===== config.mk =====
export PLATFORM = sky130hd
export DESIGN_NAME = qracc_sram_arbiter
export DESIGN_NICKNAME = d
export VERILOG_FILES = /design/src/rtl/qracc_pkg.sv /design/src/rtl/qracc_rr_arbiter2.sv /design/src/rtl/qracc_sram_arbiter.sv
export SDC_FILE = /design/constraint.sdc
export NUM_CORES = 1
export LEC_CHECK = 0
export BUFFER_PORTS_ARGS = -buffer_cell sky130_fd_sc_hd__buf_4
export CAP_MARGIN = 20
export CORE_UTILIZATION = 32
export CTS_CLUSTER_DIAMETER = 200
export DETAILED_ROUTE_END_ITERATION = 10
export SLEW_MARGIN = 20
export SYNTH_ARGS = -nofsm -noshare
export SYNTH_HDL_FRONTEND = slang
export SYNTH_SLANG_ARGS = --single-unit

===== constraint.sdc =====
create_clock -name clk -period 1.5 [get_ports clk]
set_input_delay 0.075 -clock clk [delete_from_list [all_inputs] [get_ports clk]]
set_output_delay 0.075 -clock clk [all_outputs]
set_load 0.05 [all_outputs]

===== src/rtl/qracc_pkg.sv =====
// Shared types and constants for the QRACC SRAM arbitration logic.
package qracc_pkg;
  localparam int numSramRequesters = 2;

  typedef enum logic [1:0] {
    IDLE    = 2'd0,
    ISSUE   = 2'd1,
    WAIT_RD = 2'd2
  } qracc_sram_arb_state_t;
endpackage


===== src/rtl/qracc_rr_arbiter2.sv =====
// Two-way round-robin grant: a lone requester wins, a tie goes to the one not granted last.
module qracc_rr_arbiter2
  import qracc_pkg::*;
(
  input  logic                         valid0,
  input  logic                         valid1,
  input  logic                         last_grant,
  output logic [numSramRequesters-1:0] grant
);

  always_comb begin
    grant = '0;
    if (valid0 && valid1) begin
      grant = last_grant ? 2'b01 : 2'b10;
    end else if (valid0) begin
      grant = 2'b01;
    end else if (valid1) begin
      grant = 2'b10;
    end
  end

endmodule


===== src/rtl/qracc_sram_arbiter.sv =====
// Shares one single-outstanding SRAM port between two requesters; reads return to the
// requester that issued them through a registered one-cycle strobe.
module qracc_sram_arbiter
  import qracc_pkg::*;
#(
  parameter int numRows = 128,
  parameter int numCols = 32
) (
  input  logic                       clk,
  input  logic                       nrst,
  input  logic                       m0_rq_valid_i,
  input  logic                       m0_rq_wr_i,
  input  logic [$clog2(numRows)-1:0] m0_addr_i,
  input  logic [numCols-1:0]         m0_wr_data_i,
  output logic                       m0_rq_ready_o,
  output logic                       m0_rd_valid_o,
  output logic [numCols-1:0]         m0_rd_data_o,
  input  logic                       m1_rq_valid_i,
  input  logic                       m1_rq_wr_i,
  input  logic [$clog2(numRows)-1:0] m1_addr_i,
  input  logic [numCols-1:0]         m1_wr_data_i,
  output logic                       m1_rq_ready_o,
  output logic                       m1_rd_valid_o,
  output logic [numCols-1:0]         m1_rd_data_o,
  output logic                       sram_rq_valid_o,
  output logic                       sram_rq_wr_o,
  output logic [$clog2(numRows)-1:0] sram_addr_o,
  output logic [numCols-1:0]         sram_wr_data_o,
  input  logic                       sram_rq_ready_i,
  input  logic                       sram_rd_valid_i,
  input  logic [numCols-1:0]         sram_rd_data_i
);

  localparam int AddrW = $clog2(numRows);

  qracc_sram_arb_state_t state_reg, state_next;

  logic [numSramRequesters-1:0] grant;
  logic [numSramRequesters-1:0] rq_ready;
  logic [numSramRequesters-1:0] owner_reg;
  logic                         last_grant_reg;
  logic                         wr_reg;
  logic [AddrW-1:0]             addr_reg;
  logic [numCols-1:0]           wr_data_reg;
  logic                         latch_en;
  logic                         rsp_take;

  qracc_rr_arbiter2 u_rr (
    .valid0     (m0_rq_valid_i),
    .valid1     (m1_rq_valid_i),
    .last_grant (last_grant_reg),
    .grant      (grant)
  );

  // Grant only ever names a requester whose valid is high, so ready alone marks a handshake.
  assign rq_ready      = (state_reg == IDLE) ? grant : '0;
  assign m0_rq_ready_o = rq_ready[0];
  assign m1_rq_ready_o = rq_ready[1];

  always_comb begin
    state_next = state_reg;
    latch_en   = 1'b0;
    case (state_reg)
      IDLE: begin
        if (|rq_ready) begin
          latch_en   = 1'b1;
          state_next = ISSUE;
        end
      end
      ISSUE: begin
        if (sram_rq_ready_i) begin
          state_next = wr_reg ? IDLE : WAIT_RD;
        end
      end
      WAIT_RD: begin
        if (sram_rd_valid_i) begin
          state_next = IDLE;
        end
      end
      default: state_next = IDLE;
    endcase
  end

  always_ff @(posedge clk) begin
    if (!nrst) begin
      state_reg      <= IDLE;
      last_grant_reg <= 1'b1;
      owner_reg      <= '0;
      wr_reg         <= 1'b0;
      addr_reg       <= '0;
      wr_data_reg    <= '0;
    end else begin
      state_reg <= state_next;
      if (latch_en) begin
        last_grant_reg <= grant[1];
        owner_reg      <= grant;
        wr_reg         <= grant[1] ? m1_rq_wr_i   : m0_rq_wr_i;
        addr_reg       <= grant[1] ? m1_addr_i    : m0_addr_i;
        wr_data_reg    <= grant[1] ? m1_wr_data_i : m0_wr_data_i;
      end
    end
  end

  assign sram_rq_valid_o = (state_reg == ISSUE);
  assign sram_rq_wr_o    = wr_reg;
  assign sram_addr_o     = addr_reg;
  assign sram_wr_data_o  = wr_data_reg;

  assign rsp_take = (state_reg == WAIT_RD) && sram_rd_valid_i;

  genvar gi;
  generate
    for (gi = 0; gi < numSramRequesters; gi++) begin : g_rsp
      logic               rd_valid_reg;
      logic [numCols-1:0] rd_data_reg;

      always_ff @(posedge clk) begin
        if (!nrst) begin
          rd_valid_reg <= 1'b0;
          rd_data_reg  <= '0;
        end else begin
          rd_valid_reg <= rsp_take && owner_reg[gi];
          if (rsp_take && owner_reg[gi]) begin
            rd_data_reg <= sram_rd_data_i;
          end
        end
      end
    end
  endgenerate

  assign m0_rd_valid_o = g_rsp[0].rd_valid_reg;
  assign m0_rd_data_o  = g_rsp[0].rd_data_reg;
  assign m1_rd_valid_o = g_rsp[1].rd_valid_reg;
  assign m1_rd_data_o  = g_rsp[1].rd_data_reg;

endmodule


==> summary.txt <==
Pwr
  • Peak supply drop: 512.2 uV
  • Cell Pwr Density: 1097 nW/um2
  • LEAKAGE: 3.019 nW

Yosys
  • Mapped Avg Cell Area: 8.840 um2
  • Net count after synthesis: 627
  • Sequential fraction of the synthesis area: 49.39%
  • Cell accounting for the most synthesized area: dfxtp_1
  • Syn Inst Count: 509
  • FF+latch count, synth: 111
  • Synth unique cells: 29
  • Yosys top cell area share: 49.39%
  • Mapped cell area: 4499 um2
  • Synth warn: 0
  • Synth area leaders: dfxtp_1 (49%), a311oi_2 (13%), nand2_1 (9.4%)

Timing
  • Slew margin rel.: 65.87%
  • Final hold slack: 6.384 ps
  • Minimum clock period: 1474 ps
  • Crit share post-route: 98.27%
  • Worst Max-Slew Pin Slew: 512.0 ps
  • Worst setup margin: 26.00 ps
  • Clock skew: 8.439 ps
  • # setup viols final: 0
  • Slew Viols, Final: 0
  • Unrepaired setup endpoints after global routing: true
  • Max Fclk: 0.6784 GHz
  • Fin. Hold Viols: 0

Layout
  • Layout fillers: 1262
  • Non-filler cells, final: 918
  • Design area: 7028 um2
  • Area growth from synthesis to layout: 56.20%
  • Layout cell share with drive strength beyond 1: 42.05%
  • Ant diodes: 0
  • Fin nets: 855

Run
  • Number of max-cap violations: 0

Floorplanning
  • Initial core utilization: 33.44%
  • Die H: 120.6 um
  • Core area: 13450 um2
  • Die area: 14540 um2
  • Core Rows: 42
  • Chip width: 120.6 um
  • Number of top-level pins: 227

Global routing
  • Overflow after GRT: 0
  • Initial antenna violation count: 0
  • Largest net degree at the start of global routing: 66
  • Total Routing Usage GR: 18.81%
  • Vias in the first global route: 4412
  • First-pass GRT wire length: 21530 um

Hold path
  • Hold Path Class: input port to register

Run status
  • Outcome: complete, no violations

Detailed routing
  • Routed WL: 13550 um
  • Drt drc: 0
  • 1st-pass router iterations: 4
  • Routed Antenna Nets: 0
  • Vias: 4543
  • Avg WL per Cell: 14.76 um
  • Detailed Route Iter0 Violations: 276
  • Vias per cell: 4.949

CTS
  • CTS Buf Count: 9
  • Clk pin slew, worst setup/hold paths: 80 ps
  • H-tree depth: 3
  • Clock Latency Late Sink: 360 ps
  • TritonCTS clock tree: done
  • Clk sinks: 111
  • Longest Clk Path Bufs: 2
  • CTS Root Cell: clkbuf_16

Critical path
  • Max FO, Critical Path: 7
  • CP cell instances: or3b_4, nor2_4, buf_8
  • Slowest stage cell, crit path: or3b_4
  • CP Class: register to output pin
  • CP max stage delay: 420 ps
  • Worst Path Arrival: 1400 ps
  • Crit end category: output pin
  • Critical path data required time: 1420 ps
  • Crit start category: register

Place
  • I/O Buffers: 226
  • Worst slack, placed: 109.6 ps
  • Final GP Congestion: 0.8184
  • Placed Area: 6399 um2
  • DP HPWL: 9506 um
  • Post-Place Cells: 876
[path summary, 6_finish.rpt]
check / startpoint / endpoint / slack, ps / cells after the start
worst max register to register: last_grant_reg / sram_wr_data_o[16] / 140 / 5
worst min register to register: m0_rd_data_o[30] / m0_rd_data_o[30] / 470 / 2
worst min-delay path: sram_rd_data_i[31] / m1_rd_data_o[31] / 6 / 3
worst max-delay path: state_reg[1] / m0_rq_ready_o / 30 / 3
[critical path: cells and delay by family, from the launching register on]
family	cells	cell delay [ps]
buffers and inverters	1	150
DFF	1	370
and+or+nand+nor	2	520
[per-stage QoR]
step / utilization, % / setup TNS (ps) / total power, mW
5_1_grt: 52.24 / -11.93 / 8.043
3_5_place_dp: 47.56 / 0 / 5.062
2_1_floorplan: - / 0 / 4.410
3_3_place_gp: 47.56 / 0 / 5.036
4_1_cts: 52.26 / -1.825 / 7.778
6_report: 52.24 / 0 / 7.707
[cell usage after synthesis]
cell and instances:
clkbuf_2 1, a311oi_1 1, a2bb2oi_1 1, or3b_2 3, o21a_1 1, clkbuf_1 24
buf_2 14, inv_2 1, dfxtp_1 111, nand4b_1 2, nand3b_1 1, buf_1 7
nor2_1 5, o211ai_1 1, o21ai_0 61, a22oi_1 1, nor2_2 1, a21boi_1 1
nor2b_1 3, nor3_1 1, buf_6 5, a21oi_1 41, a21bo_1 1, o21ai_1 3
or2_1 1, a311oi_2 39, nand2_1 113, and2_1 1, nand3_1 64
[where the power goes]
| group | switching (mW) | internal, mW | total [mW] |
|---|---|---|---|
| Combinational | 1.13 | 0.741 | 1.87 |
| Sequential | 0.0968 | 3.10 | 3.19 |
| Clock | 1.15 | 1.49 | 2.64 |
| Total | 2.38 | 5.33 | 7.71 |
[placed cells by master (no fill, tap or decap), drive strengths merged]
master / instances
dfxtp: 111
inv: 4
clkinvlp: 2
o21ai: 64
nand3b: 1
nand4b: 2
bufinv: 2
a21bo: 1
a21oi: 41
nand2: 113
clkbuf: 9
nor3: 1
buf: 243
dlygate4sd3: 25
nor2b: 3
a21boi: 1
a2bb2oi: 1
nor2: 6
or3b: 3
a22oi: 1
nand3: 64
o21a: 1
and2: 1
or2: 1
o211ai: 1
a311oi: 40
[layer usage]
| metal | track usage [%] | routed length, um | up-vias | share of wire, % |
|---|---|---|---|---|
| li1 | - | - | 2264 | - |
| met1 | 22.69 | 5739 | 2066 | 42 |
| met2 | 31.14 | 6388 | 191 | 47 |
| met3 | 5.094 | 1112 | 22 | 8.2 |
| met4 | 8.565 | 313 | 0 | 2.3 |
| met5 | 0 | 0 | - | 0 |
[layout make-up]
class                      instances  area, um2  share of cell area, %
timing repair buffer             268       2173                  30.92
clock inverter                     7      103.9                  1.478
tap                              176      220.2                  3.133
multi-input combinational        346       2068                  29.43
inverter                           1      3.754                0.05341
sequential                       111       2233                  31.78
clock buffer                       9      225.2                  3.205
[kinds of logic after synthesis]
logic type	count (synthesis)	share of synthesized area [%]
AOI/OAI and AO/OA	151	25.97
DFF	111	49.39
buffers and inverters	52	5.590
and+or+nand+nor	195	19.05
[repair_timing]
action,4_1_cts,5_1_grt
setup endpoints to repair,2,2
hold endpoints to repair,25,0
pin swaps,2,1
gates cloned,0,0
hold buffers,25,0
gates resized for setup,12,2
setup buffers,2,0
Power figures use the tool's default switching activity.
